[config.mk]
export PLATFORM = sky130hd
export DESIGN_NAME = alu_sequencer_flat
export DESIGN_NICKNAME = d
export VERILOG_FILES = /design/src/rtl/alu_seq_pkg.sv /design/src/rtl/alu_sequencer_if.sv /design/src/rtl/alu_core.sv /design/src/rtl/alu_sequencer.sv /design/src/flat_wrapper.sv
export SDC_FILE = /design/constraint.sdc
export NUM_CORES = 1
export LEC_CHECK = 0
export BUFFER_PORTS_ARGS = -buffer_cell sky130_fd_sc_hd__buf_2
export CORE_ASPECT_RATIO = 1.75
export CORE_MARGIN = 2
export CORE_UTILIZATION = 52
export DETAILED_ROUTE_END_ITERATION = 16
export PLACE_DENSITY_LB_ADDON = 0.1
export SETUP_SLACK_MARGIN = 0.1
export SYNTH_ARGS = -nofsm -noshare
export SYNTH_HDL_FRONTEND = slang
export SYNTH_SLANG_ARGS = --single-unit
[constraint.sdc]
create_clock -name clk -period 2.2 [get_ports clk]
set_input_delay 0 -clock clk [delete_from_list [all_inputs] [get_ports clk]]
set_output_delay 0 -clock clk [all_outputs]
set_load 0.05 [all_outputs]
[src/rtl/alu_seq_pkg.sv]
// Shared types and constants for the ALU sequencer slice.
// Holds the opcodes, the FSM state encoding and the default operand width.
package alu_seq_pkg;

    localparam int ALU_DATA_W = 4;

    localparam logic [2:0] OP_PAR   = 3'd0;
    localparam logic [2:0] OP_RCA   = 3'd1;
    localparam logic [2:0] OP_ADD   = 3'd2;
    localparam logic [2:0] OP_ORXOR = 3'd3;
    localparam logic [2:0] OP_RED   = 3'd4;
    localparam logic [2:0] OP_CAT   = 3'd5;
    localparam logic [2:0] OP_MUL   = 3'd6;
    localparam logic [2:0] OP_BAD   = 3'd7;

    typedef enum logic [1:0] {
        S_IDLE = 2'd0,
        S_EXEC = 2'd1,
        S_MUL  = 2'd2,
        S_DONE = 2'd3
    } state_t;

endpackage

[src/rtl/alu_sequencer_if.sv]
// Command/result handshake bundle between a driver and the sequencer.
// Ports: in_* command channel (valid/ready), out_* result channel (valid/ready).
interface alu_sequencer_if
    import alu_seq_pkg::*;
#(
    parameter int DATA_W = ALU_DATA_W
);
    logic                  in_valid;
    logic                  in_ready;
    logic [2:0]            in_op;
    logic [DATA_W-1:0]     in_a;
    logic [DATA_W-1:0]     in_b;
    logic                  in_use_acc;
    logic                  out_valid;
    logic                  out_ready;
    logic [2*DATA_W-1:0]   out_data;
    logic                  out_err;

    modport master (
        output in_valid, in_op, in_a, in_b, in_use_acc, out_ready,
        input  in_ready, out_valid, out_data, out_err
    );

    modport slave (
        input  in_valid, in_op, in_a, in_b, in_use_acc, out_ready,
        output in_ready, out_valid, out_data, out_err
    );

endinterface

[src/rtl/alu_core.sv]
// Combinational nibble ALU for every opcode except the multiply.
// Ports: op/a/b in; res (2*DATA_W) and err (invalid opcode) out.
module alu_core
    import alu_seq_pkg::*;
#(
    parameter int DATA_W = ALU_DATA_W
) (
    input  logic [2:0]          op,
    input  logic [DATA_W-1:0]   a,
    input  logic [DATA_W-1:0]   b,
    output logic [2*DATA_W-1:0] res,
    output logic                err
);

    logic [DATA_W-1:0] rca_sum;
    logic              rca_cout;

    // Explicit bit-serial carry chain, kept distinct from the '+' op.
    always_comb begin
        logic carry;
        carry   = 1'b0;
        rca_sum = '0;
        for (int i = 0; i < DATA_W; i++) begin
            rca_sum[i] = a[i] ^ b[i] ^ carry;
            carry      = (a[i] & b[i]) | (carry & (a[i] ^ b[i]));
        end
        rca_cout = carry;
    end

    always_comb begin
        res = '0;
        err = 1'b0;
        unique case (op)
            OP_PAR:   res = {{(2*DATA_W-1){1'b0}}, (~^a) & (~^b)};
            OP_RCA:   res = {{(DATA_W-1){1'b0}}, rca_cout, rca_sum};
            OP_ADD:   res = {{DATA_W{1'b0}}, a} + {{DATA_W{1'b0}}, b};
            OP_ORXOR: res = {a | b, a ^ b};
            OP_RED:   res = {{(2*DATA_W-1){1'b0}}, |{a, b}};
            OP_CAT:   res = {a, b};
            OP_MUL:   res = '0;
            OP_BAD: begin
                res = '0;
                err = 1'b1;
            end
        endcase
    end

endmodule

[src/rtl/alu_sequencer.sv]
// Multi-cycle ALU controller: accepts commands, runs ALU or shift-add MUL.
// Ports: clk, reset (sync, active-high), bus (slave), acc, op_count.
// Optional: define ALU_SEQ_OPCOUNT_EN to build the saturating op_count.
module alu_sequencer
    import alu_seq_pkg::*;
#(
    parameter int DATA_W    = ALU_DATA_W,
    parameter int MUL_STEPS = ALU_DATA_W
) (
    input  logic                  clk,
    input  logic                  reset,
    alu_sequencer_if.slave        bus,
    output logic [2*DATA_W-1:0]   acc,
    output logic [7:0]            op_count
);

    localparam int STEP_W = $clog2(MUL_STEPS + 1);

    state_t state_q, state_d;

    logic [2:0]           op_q;
    logic [DATA_W-1:0]    a_q;
    logic [DATA_W-1:0]    b_q;
    logic [2*DATA_W-1:0]  prod_q;
    logic [2*DATA_W-1:0]  mcand_q;
    logic [DATA_W-1:0]    mplier_q;
    logic [STEP_W-1:0]    step_q;
    logic [2*DATA_W-1:0]  out_data_q;
    logic                 out_err_q;

    logic [2*DATA_W-1:0]  core_res;
    logic                 core_err;
    logic [2*DATA_W-1:0]  prod_next;
    logic                 mul_last;
    logic                 done_hs;

    alu_core #(.DATA_W(DATA_W)) u_core (
        .op  (op_q),
        .a   (a_q),
        .b   (b_q),
        .res (core_res),
        .err (core_err)
    );

    // mcand_q is shifted left each step, so it already equals A<<step.
    assign prod_next = mplier_q[0] ? prod_q + mcand_q : prod_q;
    assign mul_last  = (step_q == STEP_W'(MUL_STEPS - 1));
    assign done_hs   = (state_q == S_DONE) && bus.out_ready;

    // Handshake outputs depend on state only: no out_ready->in_ready path.
    assign bus.in_ready  = (state_q == S_IDLE);
    assign bus.out_valid = (state_q == S_DONE);
    assign bus.out_data  = out_data_q;
    assign bus.out_err   = out_err_q;

    always_ff @(posedge clk) begin
        if (reset) state_q <= S_IDLE;
        else       state_q <= state_d;
    end

    always_comb begin
        state_d = state_q;
        unique case (state_q)
            S_IDLE: if (bus.in_valid) state_d = S_EXEC;
            S_EXEC: state_d = (op_q == OP_MUL) ? S_MUL : S_DONE;
            S_MUL:  if (mul_last) state_d = S_DONE;
            S_DONE: if (bus.out_ready) state_d = S_IDLE;
            default: state_d = S_IDLE;
        endcase
    end

    always_ff @(posedge clk) begin
        if (reset) begin
            op_q       <= '0;
            a_q        <= '0;
            b_q        <= '0;
            prod_q     <= '0;
            mcand_q    <= '0;
            mplier_q   <= '0;
            step_q     <= '0;
            out_data_q <= '0;
            out_err_q  <= 1'b0;
            acc        <= '0;
        end else begin
            unique case (state_q)
                S_IDLE: begin
                    if (bus.in_valid) begin
                        op_q <= bus.in_op;
                        a_q  <= bus.in_a;
                        b_q  <= bus.in_use_acc ? acc[DATA_W-1:0]
                                               : bus.in_b;
                    end
                end
                S_EXEC: begin
                    if (op_q == OP_MUL) begin
                        prod_q   <= '0;
                        mcand_q  <= {{DATA_W{1'b0}}, a_q};
                        mplier_q <= b_q;
                        step_q   <= '0;
                    end else begin
                        out_data_q <= core_res;
                        out_err_q  <= core_err;
                        acc        <= core_res;
                    end
                end
                S_MUL: begin
                    prod_q   <= prod_next;
                    mcand_q  <= mcand_q << 1;
                    mplier_q <= mplier_q >> 1;
                    step_q   <= step_q + 1'b1;
                    if (mul_last) begin
                        out_data_q <= prod_next;
                        out_err_q  <= 1'b0;
                        acc        <= prod_next;
                    end
                end
                default: ;
            endcase
        end
    end

`ifdef ALU_SEQ_OPCOUNT_EN
    always_ff @(posedge clk) begin
        if (reset)
            op_count <= 8'd0;
        else if (done_hs && (op_count != 8'hFF))
            op_count <= op_count + 8'd1;
    end
`else
    assign op_count = 8'd0;
    logic unused_hs;
    assign unused_hs = done_hs;
`endif

endmodule

[src/flat_wrapper.sv]
// flat-port wrapper written by rule: the top's interface ports become plain ports
module alu_sequencer_flat import alu_seq_pkg::*;
#(
    parameter int DATA_W    = ALU_DATA_W,
    parameter int MUL_STEPS = ALU_DATA_W
)
  (clk, reset, acc, op_count, bus_in_valid, bus_in_op, bus_in_a, bus_in_b, bus_in_use_acc, bus_out_ready, bus_in_ready, bus_out_valid, bus_out_data, bus_out_err);
  alu_sequencer_if #(.DATA_W(DATA_W)) bus_i ();
  input  logic clk;
  input  logic reset;
  output logic [2*DATA_W-1:0] acc;
  output logic [7:0] op_count;
  input wire logic [$bits(bus_i.in_valid)-1:0] bus_in_valid;
  input wire logic [$bits(bus_i.in_op)-1:0] bus_in_op;
  input wire logic [$bits(bus_i.in_a)-1:0] bus_in_a;
  input wire logic [$bits(bus_i.in_b)-1:0] bus_in_b;
  input wire logic [$bits(bus_i.in_use_acc)-1:0] bus_in_use_acc;
  input wire logic [$bits(bus_i.out_ready)-1:0] bus_out_ready;
  output wire logic [$bits(bus_i.in_ready)-1:0] bus_in_ready;
  output wire logic [$bits(bus_i.out_valid)-1:0] bus_out_valid;
  output wire logic [$bits(bus_i.out_data)-1:0] bus_out_data;
  output wire logic [$bits(bus_i.out_err)-1:0] bus_out_err;
  assign bus_i.in_valid = bus_in_valid;
  assign bus_i.in_op = bus_in_op;
  assign bus_i.in_a = bus_in_a;
  assign bus_i.in_b = bus_in_b;
  assign bus_i.in_use_acc = bus_in_use_acc;
  assign bus_i.out_ready = bus_out_ready;
  assign bus_in_ready = bus_i.in_ready;
  assign bus_out_valid = bus_i.out_valid;
  assign bus_out_data = bus_i.out_data;
  assign bus_out_err = bus_i.out_err;
  alu_sequencer #(.DATA_W(DATA_W), .MUL_STEPS(MUL_STEPS)) u_core (.clk(clk), .reset(reset), .bus(bus_i), .acc(acc), .op_count(op_count));
endmodule
==> results of run 1 <==
-- report_power, final --
| group | internal, W | total [W] | switching (W) |
|---|---|---|---|
| Combinational | 0.000739 | 0.00225 | 0.00151 |
| Sequential | 0.000977 | 0.00111 | 0.000135 |
| Clock | 0.000458 | 0.000780 | 0.000323 |
| Total | 0.00217 | 0.00414 | 0.00197 |
-- final cells by class --
type	instances	area, sq um
Multi-Input combinational cell	276	1948
Clock buffer	5	68.82
Timing Repair Buffer	64	416.7
Tap cell	76	95.09
Sequential cell	45	910.9
Fill cell	516	2039
Clock inverter	3	68.82
Inverter	22	82.58
-- cells in the final DEF (no fill, tap or decap), types with 2 or more instances in the layout --
cell,instances
nand2b_1,4
a211o_1,3
a21o_1,3
dfxtp_2,2
buf_2,34
dfxtp_4,2
and2_1,2
fa_2,3
bufinv_16,2
xnor2_1,3
inv_2,2
dlygate4sd3_1,7
a2bb2oi_1,4
a31oi_1,5
nor2_1,38
conb_1,8
nor2b_1,8
o211ai_1,3
a21oi_1,28
nor3_1,7
a211oi_1,11
dfxtp_1,41
clkbuf_8,5
nor3b_1,2
mux2i_1,17
nand2_1,33
nand3_1,6
ha_1,24
buf_4,22
o21ai_0,16
a22oi_1,9
inv_1,19
o21ai_1,4
xor2_1,4
o2111ai_1,2
-- flip-flops by register name, summed over array words and instances, names as in the netlist --
register / count
u_core.a_q: 4
u_core.b_q: 4
u_core.bus.out_data: 8
u_core.bus.out_err: 1
u_core.mcand_q: 8
u_core.mplier_q: 4
u_core.op_q: 3
u_core.prod_q: 8
u_core.state_q: 2
u_core.step_q: 3
-- worst max-delay path, stage by stage, from the launching register on --
cell and delay (ns):
dfxtp_4 0.37, ha_4 0.14, fa_2 0.21, inv_2 0.04, fa_2 0.32, fa_1 0.49
nand2_1 0.05, o2111a_1 0.16, a2111oi_4 0.23, o41ai_2 0.10
-- synth_stat cells (5+ instances only) --
cell and n:
buf_2 6, o21ai_0 18, a22oi_1 9, nor2b_1 8, nor3_1 7, mux2i_1 17, a21oi_1 28, a211oi_1 11
a31oi_1 5, ha_1 25, buf_4 17, clkbuf_1 10, inv_1 20, nand3_1 6, nand2_1 33, dfxtp_1 45
nor2_1 38
-- worst min-delay path by stage --
stage | slack (ns) | to | start | depth (start not counted)
2_1_floorplan | 0.13 | u_core.a_q[0] | bus_in_a[0] | 2
3_3_place_gp | 0.24 | u_core.a_q[2] | bus_in_a[2] | 3
3_5_place_dp | 0.25 | u_core.a_q[3] | bus_in_a[3] | 3
4_1_cts | 0.03 | u_core.b_q[3] | bus_in_b[3] | 3
5_1_grt | 0.08 | u_core.b_q[3] | bus_in_b[3] | 3
6_report | 0.03 | u_core.b_q[3] | bus_in_b[3] | 3
-- kinds of logic (layout without fill, tap and decap cells) --
kind of cell | count (synthesis) | in the layout | share of synthesized area, %
and+or+nand+nor | 113 | 113 | 17.75
DFF | 45 | 45 | 29.52
AOI/OAI and AO/OA | 101 | 101 | 22.30
other | 1 | 8 | 0.1229
adders and majority gates | 29 | 29 | 12.87
buffers and inverters | 58 | 94 | 9.471
muxes | 18 | 18 | 5.945
xor gates and xnor gates | 7 | 7 | 2.009
-- routing by layer --
metal  routed length, microns  vias up  global-route usage (%)
li1                         -     1376                       -
met1                     3220     1269                   28.57
met2                     4530       55                   46.92
met3                      182       12                   3.681
met4                      233        0                   12.61
met5                        0        -                       0
-- timing repair --
action	in CTS	in global routing
pin swaps	2	6
hold endpoints to repair	7	0
hold buffers	7	0
gates resized for setup	1	10
endpoints found under the setup margin	2	8
buffers inserted	0	1
-- per-stage QoR --
stage	total power, W	cell area (sq um)	utilization [%]	setup WS [ns]	TNS, ns
finish	0.004139	3591	63.78	-0.02897	-0.02897
floorplan	0.002799	3109	-	0.02890	0
global placement	0.003281	3333	59.20	-0.01429	-0.01429
CTS	0.004106	3541	62.89	-0.09042	-0.09042
detailed placement	0.003313	3333	59.20	-0.05407	-0.05407
global route	0.004381	3591	63.78	-0.07418	-0.1087
==> flow_summary.json, run 1 <==
{
  "drtIter0Drc": 131,
  "ff2ff_path_depth": 9,
  "drv_cap": 0,
  "via_per_inst": 5.523,
  "rows": 36,
  "antenna_left": 0,
  "die_area_sq_mm": 0.006522,
  "portBuffers": 34,
  "report.final.slew_viol_count": 0,
  "cts_tree": "yes",
  "rsz0062_at_grt": "true",
  "netlist_area_sq_mm": 0.003052,
  "antenna_found_initial": 0,
  "synth.distinct_cells": 59,
  "coreArea_sq_mm": 0.005630,
  "grt_max_degree": 41,
  "finalWeightedCongestion": 0.9074,
  "postSynth.asyncResetShare_pct": 0,
  "rrSetupSlack_ns": -0.03,
  "grt_pass1_wl_microns": 12670,
  "overflow": 0,
  "status": "complete, but fails checks",
  "fmax_ghz": 0.4486,
  "first_global_vias": 2607,
  "r2r_end": "u_core.bus.out_data[3]",
  "dp_cells": 475,
  "wl_microns": 8167,
  "dr.pass1.iters": 4,
  "dpl.hpwl_microns": 6170,
  "pwr_density_cell_mw_per_mm2": 1153,
  "crit_fanout": 2,
  "synthCells": 372,
  "cts_sinks": 45,
  "min_period_ns": 2.229,
  "track_usage_pct": 26.34,
  "post_drt_wl_per_cell_microns": 16.63,
  "synth.top_cells.by_area": "dfxtp_1 30%, ha_1 10%, mux2i_1 5.6%, nor2_1 4.7%, a21oi_1 4.6%",
  "yosysWarnings": 0,
  "num_vias": 2712,
  "stdcell_count": 491,
  "setup_slack_ns": -0.02897,
  "drive_gt1_share_pct": 20.72,
  "diodes": 0,
  "crit_type": "flop to flop",
  "fp.dieH_microns": 105.3,
  "setup_violations": 1,
  "hold_viol_final": 0,
  "cts_buffers": 5,
  "worstSetupEndpoint": "u_core.bus.out_data[3]",
  "timing.rr.start": "u_core.a_q[0]",
  "syn_avg_cell_area_sq_um": 8.203,
  "synthFlopType": "dfxtp_1",
  "htree_levels": 2,
  "cp-startpoint": "u_core.a_q[0]",
  "synth_seq_area_share_pct": 29.52,
  "initial_core_util_pct": 54.20,
  "cp_data_arrival_time_ns": 2.42,
  "dieWidth_microns": 61.91,
  "layout.nets": 459,
  "syn_to_final_growth_pct": 17.67,
  "yosysTopAreaCellShare_pct": 29.52,
  "hold_ws_ns": 0.02977,
  "fin_crit_sh_pct": 101.3,
  "synth_seq_cells": 45,
  "worst_setup_path_end_kind": "flop",
  "hp-class": "input pin to flop",
  "violations": "negative setup slack",
  "cts_max_path_buffers": 2,
  "ir_drop_mv": 0.7599,
  "cts_root_buf": "clkbuf_8",
  "ios": 43,
  "clkSlewWorstSetupHoldPaths_ns": 0.09,
  "insertion_delay_ns": 0.32,
  "yosysTopAreaCell": "dfxtp_1",
  "drcViolationCount": 0,
  "crit_path_start_kind": "flop",
  "synth_edf_count": 0,
  "p_leak_nw": 1.508,
  "critPathRequiredTime_ns": 2.40,
  "fin_skew_ns": 0.009057
}
(Power assumes the default switching activity.)
==> run 2, diff against run 1 <==
CORE_ASPECT_RATIO = 0.6   (was 1.75)
==> flow_summary.json, run 2 (same netlist as run 1, synthesis figures left out) <==
{
  "portBuffers": 34,
  "cts_max_path_buffers": 2,
  "via_per_inst": 5.612,
  "status": "finished, final reports clean",
  "dr.pass1.iters": 5,
  "overflow": 0,
  "crit_path_start_kind": "flop",
  "critPathRequiredTime_ns": 2.38,
  "cts_setup_buffers": 0,
  "drtIter0Drc": 169,
  "clkSlewWorstSetupHoldPaths_ns": 0.09,
  "p_leak_nw": 1.470,
  "setup_violations": 0,
  "ios": 43,
  "hp-class": "input pin to flop",
  "antenna_found_initial": 0,
  "finish.utilization_pct": 62.57,
  "drcViolationCount": 0,
  "worstMarginPinSlew_ns": 0.5628,
  "antenna_left": 0,
  "grt_max_degree": 41,
  "crit_type": "flop to flop",
  "finalWeightedCongestion": 0.9523,
  "final_common_cell": "dfxtp_1",
  "fmax_ghz": 0.4619,
  "post_drt_wl_per_cell_microns": 15.80,
  "fp.dieH_microns": 63.34,
  "dpl.hpwl_microns": 5839,
  "crit_fanout": 2,
  "min_period_ns": 2.165,
  "cts_buffers": 5,
  "cts_root_buf": "clkbuf_8",
  "cts_sinks": 45,
  "stdcell_count": 492,
  "pwr_density_cell_mw_per_mm2": 1112,
  "grt_pass1_wl_microns": 12390,
  "cp_data_arrival_time_ns": 2.34,
  "first_global_vias": 2450,
  "initial_core_util_pct": 54.27,
  "die_area_sq_mm": 0.006518,
  "drv_cap": 0,
  "worst_setup_path_end_kind": "flop",
  "wl_microns": 7772,
  "track_usage_pct": 24.77,
  "report.final.slew_viol_count": 0,
  "ir_drop_mv": 0.7778,
  "layout.nets": 456,
  "rsz0062_at_grt": "true",
  "dp_cells": 477,
  "coreArea_sq_mm": 0.005623,
  "fin_skew_ns": 0.007324,
  "insertion_delay_ns": 0.31,
  "fin_crit_sh_pct": 98.41,
  "hold_viol_final": 0,
  "rows": 21,
  "drive_gt1_share_pct": 20.15,
  "htree_levels": 2,
  "diodes": 0,
  "mostFrequentLayoutCells": "39 x dfxtp_1, 38 x nor2_1, 34 x buf_2",
  "relSlewSlack_pct": 62.09,
  "dieWidth_microns": 102.9,
  "syn_to_final_growth_pct": 15.29,
  "cts_tree": "yes",
  "num_vias": 2761
}
==> run 2: per-layer routing <==
layer / track usage (%) / up-vias / part of all wire, %
li1: - / 1369 / -
met1: 40.77 / 1282 / 57
met2: 32.39 / 104 / 36
met3: 4.883 / 6 / 6.3
met4: 5.099 / 0 / 0.80
met5: 0 / - / 0
==> run 2: final timing paths <==
kind	startpoint	endpoint	slack, ns	cells past startpoint
worst max register to register	u_core.a_q[0]	u_core.bus.out_data[3]	0.04	9
worst min register to register	u_core.step_q[2]	u_core.step_q[2]	0.46	2
worst max-delay path	u_core.a_q[0]	u_core.bus.out_data[3]	0.04	9
worst min-delay path	bus_in_b[3]	u_core.b_q[3]	0.06	3
==> run 2: area by class of cell <==
| class | count | area (sq um) |
|---|---|---|
| clock buffers | 6 | 82.58 |
| clock inverters | 2 | 13.76 |
| fillers | 523 | 2105 |
| inverters | 22 | 82.58 |
| multi-input cells | 276 | 1932 |
| flip-flops and latches | 45 | 913.4 |
| well taps | 80 | 100.1 |
| repair buffers | 61 | 394.1 |
==> run 2: power breakdown <==
group	internal (W)	switching [W]	total [W]
logic	0.000722	0.00151	0.00223
clock network	0.000255	0.000305	0.000560
registers	0.000981	0.000142	0.00112
total	0.00196	0.00196	0.00391
==> run 2: critical path: stages (launching register included) <==
cell,delay (ns)
dfxtp_4,0.37
ha_4,0.14
fa_2,0.20
inv_2,0.04
fa_2,0.33
fa_1,0.48
nand2_1,0.05
o2111a_1,0.14
a2111oi_2,0.21
o41ai_1,0.09
==> run 2: what timing repair did <==
action | in CTS | in global routing
hold endpoints to repair | 7 | 0
pin swaps | 1 | 6
hold buffers | 7 | 0
resized for setup | 0 | 10
endpoints found under the setup margin | 1 | 8
gates cloned | 0 | 0
==> run 2: stage by stage <==
| stage | power, W | area [sq um] | hold WS [ns] | setup slack [ns] | setup TNS [ns] |
|---|---|---|---|---|---|
| 2_1_floorplan | 0.002799 | 3109 | 0.1256 | 0.02890 | 0 |
| 3_3_place_gp | 0.003295 | 3323 | 0.2446 | -0.0007800 | -0.0007800 |
| 3_5_place_dp | 0.003305 | 3323 | 0.2500 | -0.02665 | -0.02665 |
| 4_1_cts | 0.003881 | 3490 | 0.05547 | 0.03178 | 0 |
| 5_1_grt | 0.004168 | 3518 | 0.07373 | -0.06349 | -0.06349 |
| 6_report | 0.003914 | 3518 | 0.05638 | 0.03507 | 0 |
==> run 3, diff against run 2 <==
--- a/config.mk
+++ b/config.mk
@@ -16,2 +16,3 @@
 export SYNTH_HDL_FRONTEND = slang
+export SYNTH_HIERARCHICAL = 1
 export SYNTH_SLANG_ARGS = --single-unit
--- a/constraint.sdc
+++ b/constraint.sdc
@@ -3,2 +3,2 @@
 set_output_delay 0 -clock clk [all_outputs]
-set_load 0.05 [all_outputs]
+set_load 0.005 [all_outputs]
==> flow_summary.json, run 3 <==
{
  "yosysWarnings": 6,
  "synth_mux_area_share_pct": 5.911,
  "drive_gt1_share_pct": 23.24,
  "synth_xor_area_share_pct": 1.689,
  "fp.dieH_microns": 63.92,
  "fin_crit_sh_pct": 126.0,
  "htree_levels": 2,
  "p_leak_nw": 1.485,
  "cts_setup_buffers": 0,
  "cts_tree": "yes",
  "cts_buffers": 5,
  "min_period_ns": 2.772,
  "die_area_sq_mm": 0.006639,
  "cts_sinks": 45,
  "num_vias": 2838,
  "dp_cells": 478,
  "postSynth.asyncResetShare_pct": 0,
  "coreArea_sq_mm": 0.005675,
  "relSlewSlack_pct": 61.56,
  "pwr_density_cell_mw_per_mm2": 937.3,
  "crit_type": "flop to flop",
  "synthFlopType": "dfxtp_1",
  "hold_start": "bus_in_b[3]",
  "via_per_inst": 5.757,
  "nFillCells": 503,
  "track_usage_pct": 26.55,
  "crit_path_start_kind": "flop",
  "synth_top_family_by_area": "compound AO/OA/AOI/OAI gates",
  "ff2ff_path_depth": 13,
  "first_global_vias": 2689,
  "dr.pass1.iters": 4,
  "post_drt_wl_per_cell_microns": 16.75,
  "power_frac_clock_pct": 16.4,
  "hold_viol_final": 0,
  "dieWidth_microns": 103.9,
  "synth_edf_count": 0,
  "timing.rr.start": "u_core/a_q[0]",
  "yosysTopAreaCellShare_pct": 28.95,
  "initial_core_util_pct": 54.83,
  "hp-class": "input pin to flop",
  "cellInternalPower_w": 0.001942,
  "ir_drop_mv": 0.5084,
  "grt_pass1_wl_microns": 13940,
  "overflow": 0,
  "hold_depth": 3,
  "finalWeightedCongestion": 0.8653,
  "synthCells": 367,
  "fin_skew_ns": 0.007341,
  "fmax_ghz": 0.3608,
  "cp_data_arrival_time_ns": 2.96,
  "mostFrequentLayoutCells": "43 x dfxtp_1, 35 x nor2_1, 34 x buf_2",
  "switching_share_pct": 42.98,
  "rows": 21,
  "yosysMostFrequentCell": "dfxtp_1",
  "syn_avg_cell_area_sq_um": 8.479,
  "final_common_cell": "dfxtp_1",
  "dpl.hpwl_microns": 6299,
  "worst_setup_path_end_kind": "flop",
  "critPathRequiredTime_ns": 2.39,
  "synth_compound_area_share_pct": 22.40,
  "clkSlewWorstSetupHoldPaths_ns": 0.09,
  "power_frac_seq_pct": 33.1,
  "drv_cap": 0,
  "synth.distinct_cells": 69,
  "rsz0062_at_grt": "true",
  "yosysTopAreaCell": "dfxtp_1",
  "drtIter0Drc": 230,
  "status": "complete, but fails checks",
  "synth_seq_area_share_pct": 28.95,
  "r2r_end": "u_core/bus.out_data[3]",
  "yosys.area_share.simple_pct": 18.25,
  "synth_fa_ha_area_share_pct": 12.63,
  "antenna_found_initial": 0,
  "violations": "negative setup slack",
  "combPwrFrac_pct": 50.5,
  "diodes": 0,
  "report.final.slew_viol_count": 0,
  "hold_end": "u_core/b_q[3]",
  "grt_max_degree": 25,
  "cts_root_buf": "clkbuf_8",
  "wl_microns": 8257,
  "total_power_w": 0.003406,
  "ios": 43,
  "yosys-top-cells-count": "45 x dfxtp_1, 35 x nor2_1, 29 x nand2_1",
  "netlist_area_sq_mm": 0.003112,
  "portBuffers": 34,
  "synth.top_cells.by_area": "dfxtp_1 29%, ha_1 10%, mux2i_1 5.5%, buf_4 4.3%, nor2_1 4.2%",
  "drcViolationCount": 0,
  "finish.utilization_pct": 64.02,
  "stdcell_count": 493,
  "worstMarginPinSlew_ns": 0.5767,
  "synth_seq_cells": 45,
  "place_ws_ns": -0.5964,
  "setup_slack_ns": -0.5719,
  "setup_violations": 2,
  "layout.nets": 457,
  "rrSetupSlack_ns": -0.57,
  "crit_fanout": 2,
  "insertion_delay_ns": 0.30,
  "cts_max_path_buffers": 2,
  "p_switching_w": 0.001464,
  "syn_to_final_growth_pct": 16.77,
  "antenna_left": 0
}
run 3: changes by cell type in the layout (fill, tap and decap cells not counted), moves of 5 or more:
cell,delta
o21ai_0,-15
a21oi_1,-8
buf_4,+6
nor2b_1,-5
run 3: power groups by stage:
stage | clock network [W] | logic [W] | registers [W]
final | 0.000560 | 0.00172 | 0.00113
after global routing | 0.000601 | 0.00190 | 0.00115
after CTS | 0.000568 | 0.00165 | 0.00112
after detailed placement | 0 | 0.00162 | 0.00114
after global placement | 0 | 0.00160 | 0.00113
after floorplan | 0 | 0.00120 | 0.00110
run 3: final cells by class:
type                       instances  area [sq um]  area share, %
clock buffer                       6         82.58          2.273
timing repair buffer              67         439.2          12.09
tap                               80         100.1          2.755
multi-input combinational        270          2004          55.17
inverter                          23         87.58          2.410
clock inverter                     2         13.76         0.3788
sequential                        45         905.9          24.93
run 3: routing by layer:
layer,share of wire [%],GRT usage (%)
met2,39,37.66
met3,7.8,4.796
met4,0.74,5.068
met1,53,41.50
met5,0,0
run 3: worst max-delay path by stage:
stage / endpoint / from / cells after the start
global placement: u_core/bus.out_data[3] / u_core/a_q[0] / 13
finish: u_core/bus.out_data[3] / u_core/a_q[0] / 13
CTS: u_core/bus.out_data[3] / u_core/a_q[0] / 13
floorplan: u_core/bus.out_data[3] / u_core/a_q[0] / 13
detailed placement: u_core/bus.out_data[3] / u_core/a_q[0] / 13
global route: u_core/bus.out_data[3] / u_core/a_q[0] / 13
run 3: kinds of logic after synthesis:
kind of cell,count (synthesis)
xor+xnor,6
fa+ha+maj,29
simple gates,113
mux,18
buf+inv,59
compound gates,96
other cells,1
flops,45
run 3: critical path, cell delays in order (launching register included):
cell and delay [ns]:
dfxtp_4 0.37, ha_4 0.15, inv_2 0.04, fa_2 0.34, fa_2 0.35, fa_1 0.48
inv_1 0.04, mux2i_1 0.12, o21ai_1 0.07, a32o_1 0.21, and2b_1 0.15, a31oi_1 0.12
and3_1 0.18, o31ai_2 0.06
run 3: timing repair:
item,4_1_cts,5_1_grt
endpoints found under the setup margin,4,14
hold buffers,7,0
gates resized for setup,5,13
endpoints found under the hold margin,7,0
pin swaps,6,8
run 3: per-stage QoR:
step,hold WS (ns),TNS (ns),instance area (sq um)
CTS,0.03478,-0.7018,3575
global placement,0.2440,-0.6005,3388
global route,0.07675,-0.9871,3633
detailed placement,0.2478,-0.7663,3388
floorplan,0.1284,-0.5136,3149
finish,0.03896,-0.6605,3633
